### src/rtl/elevator_pkg.sv
// Shared definitions for the elevator car controller and the door stage:
// car states, travel direction encoding and default sizing constants.
package elevator_pkg;

  localparam int DEF_FLOORS     = 8;
  localparam int DEF_TRAVEL_CYC = 16;

  typedef enum logic [2:0] {
    IDLE,
    MOVE,
    ARRIVE,
    DOOR_OPENING,
    DOOR_WAIT
  } car_state_t;

  typedef enum logic [1:0] {
    DIR_NONE,
    DIR_UP,
    DIR_DN
  } dir_t;

endpackage

### src/rtl/elev_travel_timer.sv
// One-floor travel timer: counts 0..TRAVEL_CYC-1 while start is high and
// pulses done on the last count; held at zero whenever start is low.
module elev_travel_timer #(
  parameter int CNT_W      = 5,
  parameter int TRAVEL_CYC = 16
) (
  input  logic clk,
  input  logic rst_n,
  input  logic start,
  output logic done
);

  localparam logic [CNT_W-1:0] LAST = CNT_W'(TRAVEL_CYC - 1);

  logic [CNT_W-1:0] cnt;

  assign done = start && (cnt == LAST);

  // NOTE: sequential state uses non-blocking assignments so every flop
  // samples the pre-edge values, independent of block ordering.
  always_ff @(posedge clk or negedge rst_n) begin
    if (!rst_n) begin
      cnt <= '0;
    end else if (!start || done) begin
      cnt <= '0;
    end else begin
      cnt <= cnt + CNT_W'(1);
    end
  end

endmodule

### src/rtl/elevator_car_ctrl.sv
// Single-car elevator controller: latches floor calls, moves one floor per
// TRAVEL_CYC cycles, stops at pending floors and handshakes with the door stage.
module elevator_car_ctrl
  import elevator_pkg::*;
#(
  parameter int FLOORS     = DEF_FLOORS,
  parameter int FLOOR_W    = 3,
  parameter int TRAVEL_CYC = DEF_TRAVEL_CYC,
  parameter int CNT_W      = 5
) (
  input  logic               clk,
  input  logic               rst_n,
  input  logic [FLOORS-1:0]  req,
  input  logic               door_closed,
  output logic               door_open,
  output logic [FLOOR_W-1:0] floor,
  output logic [FLOORS-1:0]  pending,
  output logic               dir_up,
  output logic               dir_dn,
  output logic               busy
);

  car_state_t         state, state_d;
  dir_t               dir, dir_d;
  logic [FLOOR_W-1:0] floor_d, step_floor;
  logic [FLOORS-1:0]  pending_d, absorb, clr;
  logic [FLOORS-1:0]  above, below;
  logic               any_above, any_below, here, step_hit;
  logic               at_top, at_bot, door_phase, enter_arrive, tmr_done;

  elev_travel_timer #(
    .CNT_W      (CNT_W),
    .TRAVEL_CYC (TRAVEL_CYC)
  ) u_timer (
    .clk   (clk),
    .rst_n (rst_n),
    .start (state == MOVE),
    .done  (tmr_done)
  );

  assign at_top     = (floor == FLOOR_W'(FLOORS - 1));
  assign at_bot     = (floor == '0);
  assign step_floor = (dir == DIR_DN) ? floor - FLOOR_W'(1) : floor + FLOOR_W'(1);
  assign door_phase = state inside {ARRIVE, DOOR_OPENING, DOOR_WAIT};

  // Pending masks relative to the current floor and to the floor being stepped into.
  always_comb begin
    above    = '0;
    below    = '0;
    here     = 1'b0;
    step_hit = 1'b0;
    for (int i = 0; i < FLOORS; i++) begin
      above[i] = pending[i] && (FLOOR_W'(i) > floor);
      below[i] = pending[i] && (FLOOR_W'(i) < floor);
      here     = here     | (pending[i] && (FLOOR_W'(i) == floor));
      step_hit = step_hit | (pending[i] && (FLOOR_W'(i) == step_floor));
    end
  end

  assign any_above = |above;
  assign any_below = |below;

  // NOTE: every always_comb output gets a default first, so no path can
  // leave a signal unassigned and infer a latch.
  always_comb begin
    state_d      = state;
    floor_d      = floor;
    dir_d        = dir;
    enter_arrive = 1'b0;
    unique case (state)
      IDLE: begin
        dir_d = DIR_NONE;
        if (here) begin
          state_d      = ARRIVE;
          enter_arrive = 1'b1;
        end else if (any_above) begin
          state_d = MOVE;
          dir_d   = DIR_UP;
        end else if (any_below) begin
          state_d = MOVE;
          dir_d   = DIR_DN;
        end
      end
      MOVE: begin
        if (tmr_done) begin
          if ((dir == DIR_UP && !at_top) || (dir == DIR_DN && !at_bot)) begin
            floor_d = step_floor;
            if (step_hit) begin
              state_d      = ARRIVE;
              enter_arrive = 1'b1;
            end
          end else begin
            // Only reachable if travel was started with nothing ahead.
            state_d = IDLE;
            dir_d   = DIR_NONE;
          end
        end
      end
      ARRIVE: state_d = DOOR_OPENING;
      DOOR_OPENING: begin
        if (!door_closed) state_d = DOOR_WAIT;
      end
      DOOR_WAIT: begin
        if (door_closed) begin
          // Keep heading while calls lie ahead; a stop from IDLE prefers up.
          if (dir == DIR_DN && any_below) begin
            state_d = MOVE;
          end else if (dir != DIR_DN && any_above) begin
            state_d = MOVE;
            dir_d   = DIR_UP;
          end else if (any_below) begin
            state_d = MOVE;
            dir_d   = DIR_DN;
          end else if (any_above) begin
            state_d = MOVE;
            dir_d   = DIR_UP;
          end else begin
            state_d = IDLE;
            dir_d   = DIR_NONE;
          end
        end
      end
      default: begin
        state_d = IDLE;
        dir_d   = DIR_NONE;
      end
    endcase
  end

  // Calls at the served floor are absorbed while the doors cycle, and the
  // arrival clear wins over a call sampled on the same edge.
  always_comb begin
    absorb = '0;
    clr    = '0;
    for (int i = 0; i < FLOORS; i++) begin
      absorb[i] = door_phase && (FLOOR_W'(i) == floor);
      clr[i]    = enter_arrive && (FLOOR_W'(i) == floor_d);
    end
  end

  assign pending_d = (pending | (req & ~absorb)) & ~clr;

  always_ff @(posedge clk or negedge rst_n) begin
    if (!rst_n) begin
      state   <= IDLE;
      dir     <= DIR_NONE;
      floor   <= '0;
      pending <= '0;
    end else begin
      state   <= state_d;
      dir     <= dir_d;
      floor   <= floor_d;
      pending <= pending_d;
    end
  end

  assign door_open = (state == ARRIVE);
  assign dir_up    = (dir == DIR_UP);
  assign dir_dn    = (dir == DIR_DN);
  assign busy      = (state != IDLE);

endmodule

### config.mk
export PLATFORM = sky130hd
export DESIGN_NAME = elevator_car_ctrl
export DESIGN_NICKNAME = d
export VERILOG_FILES = /design/src/rtl/elevator_pkg.sv /design/src/rtl/elev_travel_timer.sv /design/src/rtl/elevator_car_ctrl.sv
export SDC_FILE = /design/constraint.sdc
export NUM_CORES = 1
export LEC_CHECK = 0
export ABC_CLOCK_PERIOD_IN_PS = 2850
export BUFFER_PORTS_ARGS = -buffer_cell sky130_fd_sc_hd__buf_2
export CAP_MARGIN = 25
export CORE_UTILIZATION = 40
export CTS_CLUSTER_SIZE = 30
export DETAILED_ROUTE_END_ITERATION = 10
export GPL_ROUTABILITY_DRIVEN = 0
export SKIP_CTS_REPAIR_TIMING = 1
export SYNTH_ARGS = -nofsm -noshare
export SYNTH_HDL_FRONTEND = slang
export SYNTH_SLANG_ARGS = --single-unit
### constraint.sdc
create_clock -name clk -period 2.85 [get_ports clk]
set_input_delay 0.285 -clock clk [delete_from_list [all_inputs] [get_ports clk]]
set_output_delay 0.285 -clock clk [all_outputs]
set_load 0.01 [all_outputs]
==> tab_implementation.tex, run 1 <==
\begin{tabular}{lr}
\hline
Metric & Value \\
\hline
\multicolumn{2}{l}{\textbf{Status}} \\
Run status & complete, but fails checks \\
Violated checks & hold timing \\
\multicolumn{2}{l}{\textbf{Detailed routing}} \\
Vias/cell & 5.85 \\
Final routed DRC violation total & 0 \\
Routed vias & 1,474 \\
Count of nets left with antenna violations after detail routing & 0 \\
Detailed-route wire length & 4170 um \\
Mean routed wirelength per cell & 16.5 um \\
Initial DRC count & 54 \\
Router iterations before antenna repair & 4 \\
\multicolumn{2}{l}{\textbf{Floorplanning}} \\
Starting density of the core & 42.2\% \\
Area of the die & 4140 sq um \\
Cell Rows & 22 \\
Horizontal extent of the die & approximately 64 um \\
Count of boundary I/O pins & 26 \\
Core Footprint & 3690 sq um \\
Height of the chip & 64.4 um \\
\multicolumn{2}{l}{\textbf{Critical path}} \\
Crit. End Element & flip-flop \\
Crit path arrival time & 2.76 ns \\
Crit path required time & about 3.0 ns \\
Number of cell instances on the worst register-to-register path & 8 \\
Maximum fanout count along the critical path & 12 \\
Critical path launch point type & flip-flop \\
Critical path type & reg -> reg \\
\multicolumn{2}{l}{\textbf{STA}} \\
Hold Fails Final Rpt & 21 \\
RSZ-0062 raised after global routing & no \\
Transition time of the tightest slew-check pin & roughly 0.6 ns \\
Count of pins over their slew limit & 0 \\
Final setup violation count & 0 \\
Share of the clock period used by the worst path & just over 90\% \\
Final clock skew & 0.00170 ns \\
Setup TNS & 0 ns \\
Worst hold slack after final layout & -0.0344 ns \\
Highest achievable clock rate & 379 MHz \\
Post-route worst setup slack & 0.210 ns \\
Worst slew margin & 61.0\% \\
Time the final worst path needs with I/O delays and setup & 2.64 ns \\
\multicolumn{2}{l}{\textbf{GRT}} \\
First-pass GRT wire length & 7110 um \\
GR Overflow Total & 0 \\
Antenna violations before repair & 0 \\
Pin count of the biggest net entering global routing & 22 \\
All-Layer GR Usage & 22.2\% \\
Via count of the first global-routing pass & around 1.4k \\
\multicolumn{2}{l}{\textbf{Logic synthesis}} \\
Cell type with the highest aggregate area in the netlist & dfrtp\_1 \\
Total of warnings raised by yosys & 0 \\
Portion of the post-synthesis area used by sequential elements & 33.8\% \\
Biggest area contributors in the synthesized netlist & dfrtp\_1 34\%, a21oi\_1 7.4\%, ha\_1 6.4\% \\
Post-synth cell types & 49 \\
Post-Synthesis Cells & around 180 \\
Number of storage elements in the synthesis netlist & 21 \\
Most used flip-flop cell after synthesis & dfrtp\_1 \\
Count of flip-flops with a built-in enable after synthesis & 0 \\
Mean instance size in the synthesized netlist & between 8 and 9 sq um \\
Post-synthesis async set-or-reset flop share & 100\% \\
Synthesized cell area & 1560 sq um \\
Share of Yosys cell area claimed by the top area cell type & 33.8\% \\
Post-synthesis net count & 200 \\
\multicolumn{2}{l}{\textbf{Placed design}} \\
Number of input and output port buffers inserted & 25 \\
Cell count after placement & 248 \\
Half-perimeter wire length after placement & 3230 um \\
Post-place instance area & around 1700 sq um \\
Post-Place Setup Slack & 0.328 ns \\
\multicolumn{2}{l}{\textbf{Power and ir drop}} \\
Sequential cell fraction of total power & 42.0\% \\
Design internal power & 0.601 mW \\
Relative contribution of combinational cells to total power & 38.2\% \\
Power density cells & about 560 nW/um\^{}2 \\
Net Sw Power & 0.394 mW \\
Pleak & 0.729 nW \\
Switching share of power & 39.6\% \\
Worst IR Drop VDD & 0.000212 V \\
Clk network pwr share & 19.8\% \\
\multicolumn{2}{l}{\textbf{Clock network}} \\
Clock latency at the later pin of the worst-skew pair & about 0.26 ns \\
Cts bufs inserted & 3 \\
Sinks on Clock Net & 21 \\
TritonCTS clock tree & built \\
Clock transition at the register clock pins on the worst setup and hold paths after CTS & roughly 0.08 ns \\
Number of buffers on the longest clock path & 2 \\
Clock Root Buffer & clkbuf\_8 \\
Level count of the clock H-tree & 1 \\
\multicolumn{2}{l}{\textbf{Cells and area}} \\
Fraction of final layout cells with drive strength greater than 1 & between 15 and 20\% \\
Layout fillers & approximately 400 \\
Antenna diode instance count & 0 \\
Final layout net count & 224 \\
Finished Cell Area & between 1500 and 2000 sq um \\
Area growth from synthesis to layout & 13.3\% \\
Number of cells in the finished layout apart from fillers & 252 \\
\multicolumn{2}{l}{\textbf{Worst hold path}} \\
Class of the tightest hold or removal check & in -> async \\
\multicolumn{2}{l}{\textbf{Job}} \\
Reported max-cap violation count & 0 \\
\hline
\end{tabular}
## Yosys cell counts, types with 4 or more instances
master     count
inv_1          8
o2bb2ai_1      4
ha_1           8
nor2b_1        7
o21ai_0        6
and3_1         4
a22oi_1        4
nor2_1        14
nand2_1       16
dfrtp_1       21
nand3_1        7
nand2b_1       5
a21oi_1       23
## power groups by stage
stage / clock network [mW] / registers (mW) / logic [mW]
final: 0.197 / 0.418 / 0.380
after detailed placement: 0 / 0.423 / 0.381
after global placement: 0 / 0.421 / 0.374
after CTS: 0.200 / 0.418 / 0.381
after global routing: 0.215 / 0.429 / 0.431
after floorplan: 0 / 0.379 / 0.311
## layer usage
| metal | up-vias | part of all wire, % | routed length [um] | GRT usage (%) |
|---|---|---|---|---|
| li1 | 712 | - | - | - |
| met1 | 709 | 46 | 1910 | 31.2 |
| met2 | 49 | 47 | 1970 | 34.3 |
| met3 | 4 | 6.3 | 263 | 4.46 |
| met4 | 0 | 0.77 | 32 | 6.11 |
| met5 | - | 0 | 0 | 0 |
## state kept, by name, indices dropped and copies added (netlist names)
name	cells
floor	3
state	3
u_timer.cnt	5
pending	8
dir	2
## cells in the final DEF, fill, tap and decap left out, types with 4 or more instances in the layout
cell and n:
nand2b_1 5, buf_2 25, ha_1 8, nor2_1 14
and3_1 4, nand2_1 16, nor2b_1 7, a21oi_1 23
inv_1 8, o21ai_0 6, dfrtp_1 21, a22oi_1 4
o2bb2ai_1 4, nand3_1 7
## worst max-delay path, stage by stage (launching register included)
cell and delay (ns):
dfrtp_1 0.53, inv_1 0.27, ha_1 0.33, a21oi_1 0.09, and3_1 0.18, o21ai_1 0.35
nand2_1 0.17, o22ai_1 0.42, a21oi_1 0.14
## layout make-up
type	count	area [sq um]	share of cell area (%)
Multi-Input combinational cell	143	963	54.6
Sequential cell	21	526	29.8
Timing Repair Buffer	26	133	7.52
Tap cell	48	60.1	3.40
Clock buffer	4	45.0	2.55
Inverter	10	37.5	2.13
## final timing paths
kind	from	to	slack (ns)
max	floor[1]$_DFF_PN0_	pending[2]$_DFF_PN0_	0.21
min	rst_n	state[0]$_DFFE_PN0P_	-0.03
max reg2reg	floor[1]$_DFF_PN0_	pending[2]$_DFF_PN0_	0.21
min reg2reg	u_timer.cnt[0]$_DFF_PN0_	u_timer.cnt[0]$_DFF_PN0_	0.47
max in group asynchronous	rst_n	dir[1]$_DFFE_PN0P_	2.56
min in group clk	door_closed	state[2]$_DFFE_PN0P_	0.23
## stage by stage
| step | power [mW] | utilization [%] |
|---|---|---|
| 2_1_floorplan | 0.690 | - |
| 3_3_place_gp | 0.794 | 46.6 |
| 3_5_place_dp | 0.804 | 46.6 |
| 4_1_cts | 0.999 | 47.8 |
| 5_1_grt | 1.07 | 47.8 |
| 6_report | 0.995 | 47.8 |
## kinds of logic (layout without fill, tap and decap cells)
family                   after synthesis  in the layout  synth area share, %
multiplexers                           6              6                 5.87
XOR/XNOR                               5              5                 2.81
AND/OR/NAND/NOR                       64             64                 20.7
flip-flops                            21             21                 33.8
adder cells (fa/ha/maj)                8              8                 6.43
AO/OA/AOI/OAI                         60             60                 26.1
buffers and inverters                 17             40                 4.34
(Power assumes the default switching activity.)
==> inputs of run 2 (changes only) <==
CORE_UTILIZATION = 56   (was 40)
CTS_BUF_LIST = sky130_fd_sc_hd__clkbuf_16   (was default)
PLACE_DENSITY = 0.79   (was default)
==> run 2 against run 1 <==
  * The flow still finishes with violations (hold timing)
  * Design area rose by 1.1%
  * Total power rose by 11%
  * Die area fell by 28%
  * Fmax fell by 1.3%
==> tab_implementation.tex, run 2 (synthesized netlist as in run 1, its figures left out) <==
\begin{tabular}{lr}
\hline
Metric & Value \\
\hline
\multicolumn{2}{l}{\textbf{Status}} \\
Run status & complete, but fails checks (unchanged) \\
Violated checks & hold timing (unchanged) \\
\multicolumn{2}{l}{\textbf{Critical path}} \\
Crit path arrival time & 2.79 ns (was 2.76 ns) \\
Maximum fanout count along the critical path & 12 (unchanged) \\
Largest stage delay on the critical path & 0.52 ns (was 0.53 ns) \\
Critical path type & reg -> reg (unchanged) \\
Startpoint of the most critical setup path & floor[1]\$\_DFF\_PN0\_ (unchanged) \\
Critical path launch point type & flip-flop (unchanged) \\
Crit path required time & 2.96 ns (was 2.97 ns) \\
Crit. End Element & flip-flop (unchanged) \\
Cell repeated most along the worst path & a21oi\_1 (unchanged) \\
Cell-by-cell trace of the critical path & inv\_1 > ha\_1 > a21oi\_1 > and3\_1 > o21ai\_1 > nand2\_1 > o22ai\_1 > a21oi\_1 (unchanged) \\
Worst reg2reg path startpoint & floor[1]\$\_DFF\_PN0\_ (unchanged) \\
Slowest library cell on the worst path & dfrtp\_1 (unchanged) \\
\multicolumn{2}{l}{\textbf{STA}} \\
Share of the clock period used by the worst path & 93.9\% (was 92.6\%) \\
Count of pins over their slew limit & 0 (unchanged) \\
Hold Fails Final Rpt & 21 (unchanged) \\
Highest achievable clock rate & 374 MHz (was 379 MHz) \\
Time the final worst path needs with I/O delays and setup & 2.68 ns (was 2.64 ns) \\
Worst hold slack after final layout & -0.0177 ns (was -0.0344 ns) \\
RSZ-0062 raised after global routing & no (unchanged) \\
Final setup violation count & 0 (unchanged) \\
Setup TNS & 0 ns (unchanged) \\
Worst slew margin & 67.8\% (was 61.0\%) \\
Final clock skew & 0.00125 ns (was 0.00170 ns) \\
Transition time of the tightest slew-check pin & 0.483 ns (was 0.585 ns) \\
\multicolumn{2}{l}{\textbf{Cells and area}} \\
Commonest non-fill, non-tap cell in the layout & buf\_2 (unchanged) \\
Fraction of final layout cells with drive strength greater than 1 & 18.5\% (was 18.1\%) \\
Most frequent cells in the layout & 25 x buf\_2, 23 x a21oi\_1, 21 x dfrtp\_1 (unchanged) \\
Register with the most flip-flops & pending (unchanged) \\
Flip-flop count of the largest register after layout & 8 (unchanged) \\
Area growth from synthesis to layout & 14.5\% (was 13.3\%) \\
Final layout net count & 225 (was 224) \\
Antenna diode instance count & 0 (unchanged) \\
Largest regs & pending: 8 flops, u\_timer.cnt: 5 flops (unchanged) \\
Number of cells in the finished layout apart from fillers & 235 (was 252) \\
\multicolumn{2}{l}{\textbf{GRT}} \\
Routing usage on met1 & 45.6\% (was 31.2\%) \\
GR Overflow Total & 0 (unchanged) \\
M3 GR Usage & 5.56\% (was 4.46\%) \\
All-Layer GR Usage & 31.8\% (was 22.2\%) \\
First-pass GRT wire length & 6690 um (was 7110 um) \\
Met2 layer usage reported by global route & 47.6\% (was 34.3\%) \\
Antenna violations before repair & 0 (unchanged) \\
Busiest metal layer after global routing & met2 (unchanged) \\
Pin count of the biggest net entering global routing & 22 (unchanged) \\
Via count of the first global-routing pass & 1,368 (was 1,443) \\
\multicolumn{2}{l}{\textbf{Floorplanning}} \\
Horizontal extent of the die & 54.7 um (was 64.4 um) \\
Starting density of the core & 61.2\% (was 42.2\%) \\
Cell Rows & 18 (was 22) \\
Count of boundary I/O pins & 26 (unchanged) \\
Area of the die & 2990 sq um (was 4140 sq um) \\
Core Footprint & 2540 sq um (was 3690 sq um) \\
Height of the chip & 54.7 um (was 64.4 um) \\
\multicolumn{2}{l}{\textbf{Power and ir drop}} \\
Design internal power & 0.689 mW (was 0.601 mW) \\
Switching share of power & 37.9\% (was 39.6\%) \\
Net Sw Power & 0.420 mW (was 0.394 mW) \\
Clk network pwr share & 27.0\% (was 19.8\%) \\
Relative contribution of combinational cells to total power & 34.8\% (was 38.2\%) \\
Power density cells & 622 nW/um\^{}2 (was 564 nW/um\^{}2) \\
Pleak & 0.754 nW (was 0.729 nW) \\
Sequential cell fraction of total power & 38.2\% (was 42.0\%) \\
Worst IR Drop VDD & 0.000547 V (was 0.000212 V) \\
\multicolumn{2}{l}{\textbf{Job}} \\
Reported max-cap violation count & 0 (unchanged) \\
\multicolumn{2}{l}{\textbf{Clock network}} \\
Level count of the clock H-tree & 1 (unchanged) \\
Clock latency at the later pin of the worst-skew pair & 0.26 ns (about the same) \\
TritonCTS clock tree & built (unchanged) \\
Clock transition at the register clock pins on the worst setup and hold paths after CTS & 0.06 ns (was 0.08 ns) \\
Number of buffers on the longest clock path & 2 (unchanged) \\
Clock Root Buffer & clkbuf\_16 (was clkbuf\_8) \\
Sinks on Clock Net & 21 (unchanged) \\
Cts bufs inserted & 3 (unchanged) \\
\multicolumn{2}{l}{\textbf{Placed design}} \\
Number of input and output port buffers inserted & 25 (unchanged) \\
Cell count after placement & 231 (was 248) \\
Half-perimeter wire length after placement & 2970 um (was 3230 um) \\
\multicolumn{2}{l}{\textbf{Detailed routing}} \\
Routed vias & 1,539 (was 1,474) \\
Mean routed wirelength per cell & 17.9 um (was 16.5 um) \\
Router iterations before antenna repair & 4 (unchanged) \\
Detailed-route wire length & 4210 um (was 4170 um) \\
Final routed DRC violation total & 0 (unchanged) \\
Count of nets left with antenna violations after detail routing & 0 (unchanged) \\
Vias/cell & 6.55 (was 5.85) \\
Initial DRC count & 101 (was 54) \\
\multicolumn{2}{l}{\textbf{Worst hold path}} \\
Class of the tightest hold or removal check & in -> async (unchanged) \\
\hline
\end{tabular}
==> run 2: cell count changes in the layout (fill, tap and decap cells not counted), sizes merged <==
cell / change
clkbuf: -1
buf: +1
inv: +1
==> run 2: routing by layer <==
layer	up-vias	wire (um)	share of wire, %
met1	723	1800	43
met2	91	2020	48
met5	-	0	0
met4	0	57	1.4
li1	718	-	-
met3	7	342	8.1
==> run 2: area by class of cell <==
| type | instances | area (sq um) |
|---|---|---|
| inverters | 10 | 37.5 |
| flip-flops and latches | 21 | 526 |
| well taps | 30 | 37.5 |
| repair buffers | 27 | 140 |
| fillers | 209 | 762 |
| clock inverters | 1 | 3.75 |
| clock buffers | 3 | 75.1 |
| multi-input cells | 143 | 963 |
==> run 2: power by group through the flow <==
stage | clock network (mW) | registers [mW] | logic (mW)
after detailed placement | 0 | 0.424 | 0.374
after global routing | 0.315 | 0.433 | 0.427
after CTS | 0.302 | 0.421 | 0.381
after global placement | 0 | 0.420 | 0.369
after floorplan | 0 | 0.379 | 0.311
final | 0.300 | 0.424 | 0.386
==> run 2: worst paths after layout <==
kind / end / slack, ns / cells past startpoint
worst max-delay path: pending[2]$_DFF_PN0_ / 0.17 / 8
worst min-delay path: pending[1]$_DFF_PN0_ / -0.02 / 1
worst max register to register: pending[2]$_DFF_PN0_ / 0.17 / 8
worst min register to register: u_timer.cnt[0]$_DFF_PN0_ / 0.46 / 1
max in group asynchronous: dir[0]$_DFFE_PN0P_ / 2.54 / 1
min in group clk: state[2]$_DFFE_PN0P_ / 0.23 / 2
==> run 2: stage by stage <==
step / hold slack (ns) / instance area, sq um / total power [mW] / setup slack (ns) / util (%)
floorplan: -0.0106 / 1560 / 0.690 / 0.621 / -
global placement: 0.261 / 1700 / 0.789 / 0.443 / 67.0
detailed placement: 0.277 / 1700 / 0.798 / 0.284 / 67.0
CTS: 0.00138 / 1780 / 1.10 / 0.266 / 70.1
global route: 0.0256 / 1780 / 1.17 / 0.0435 / 70.1
finish: -0.0177 / 1780 / 1.11 / 0.175 / 70.1
==> run 2: critical path: cells and delay by family, from the launching register on <==
| kind | cells | cell delay (ns) |
|---|---|---|
| flops | 1 | 0.52 |
| simple gates | 2 | 0.35 |
| fa+ha+maj | 1 | 0.36 |
| compound gates | 4 | 1.04 |
| buf+inv | 1 | 0.26 |
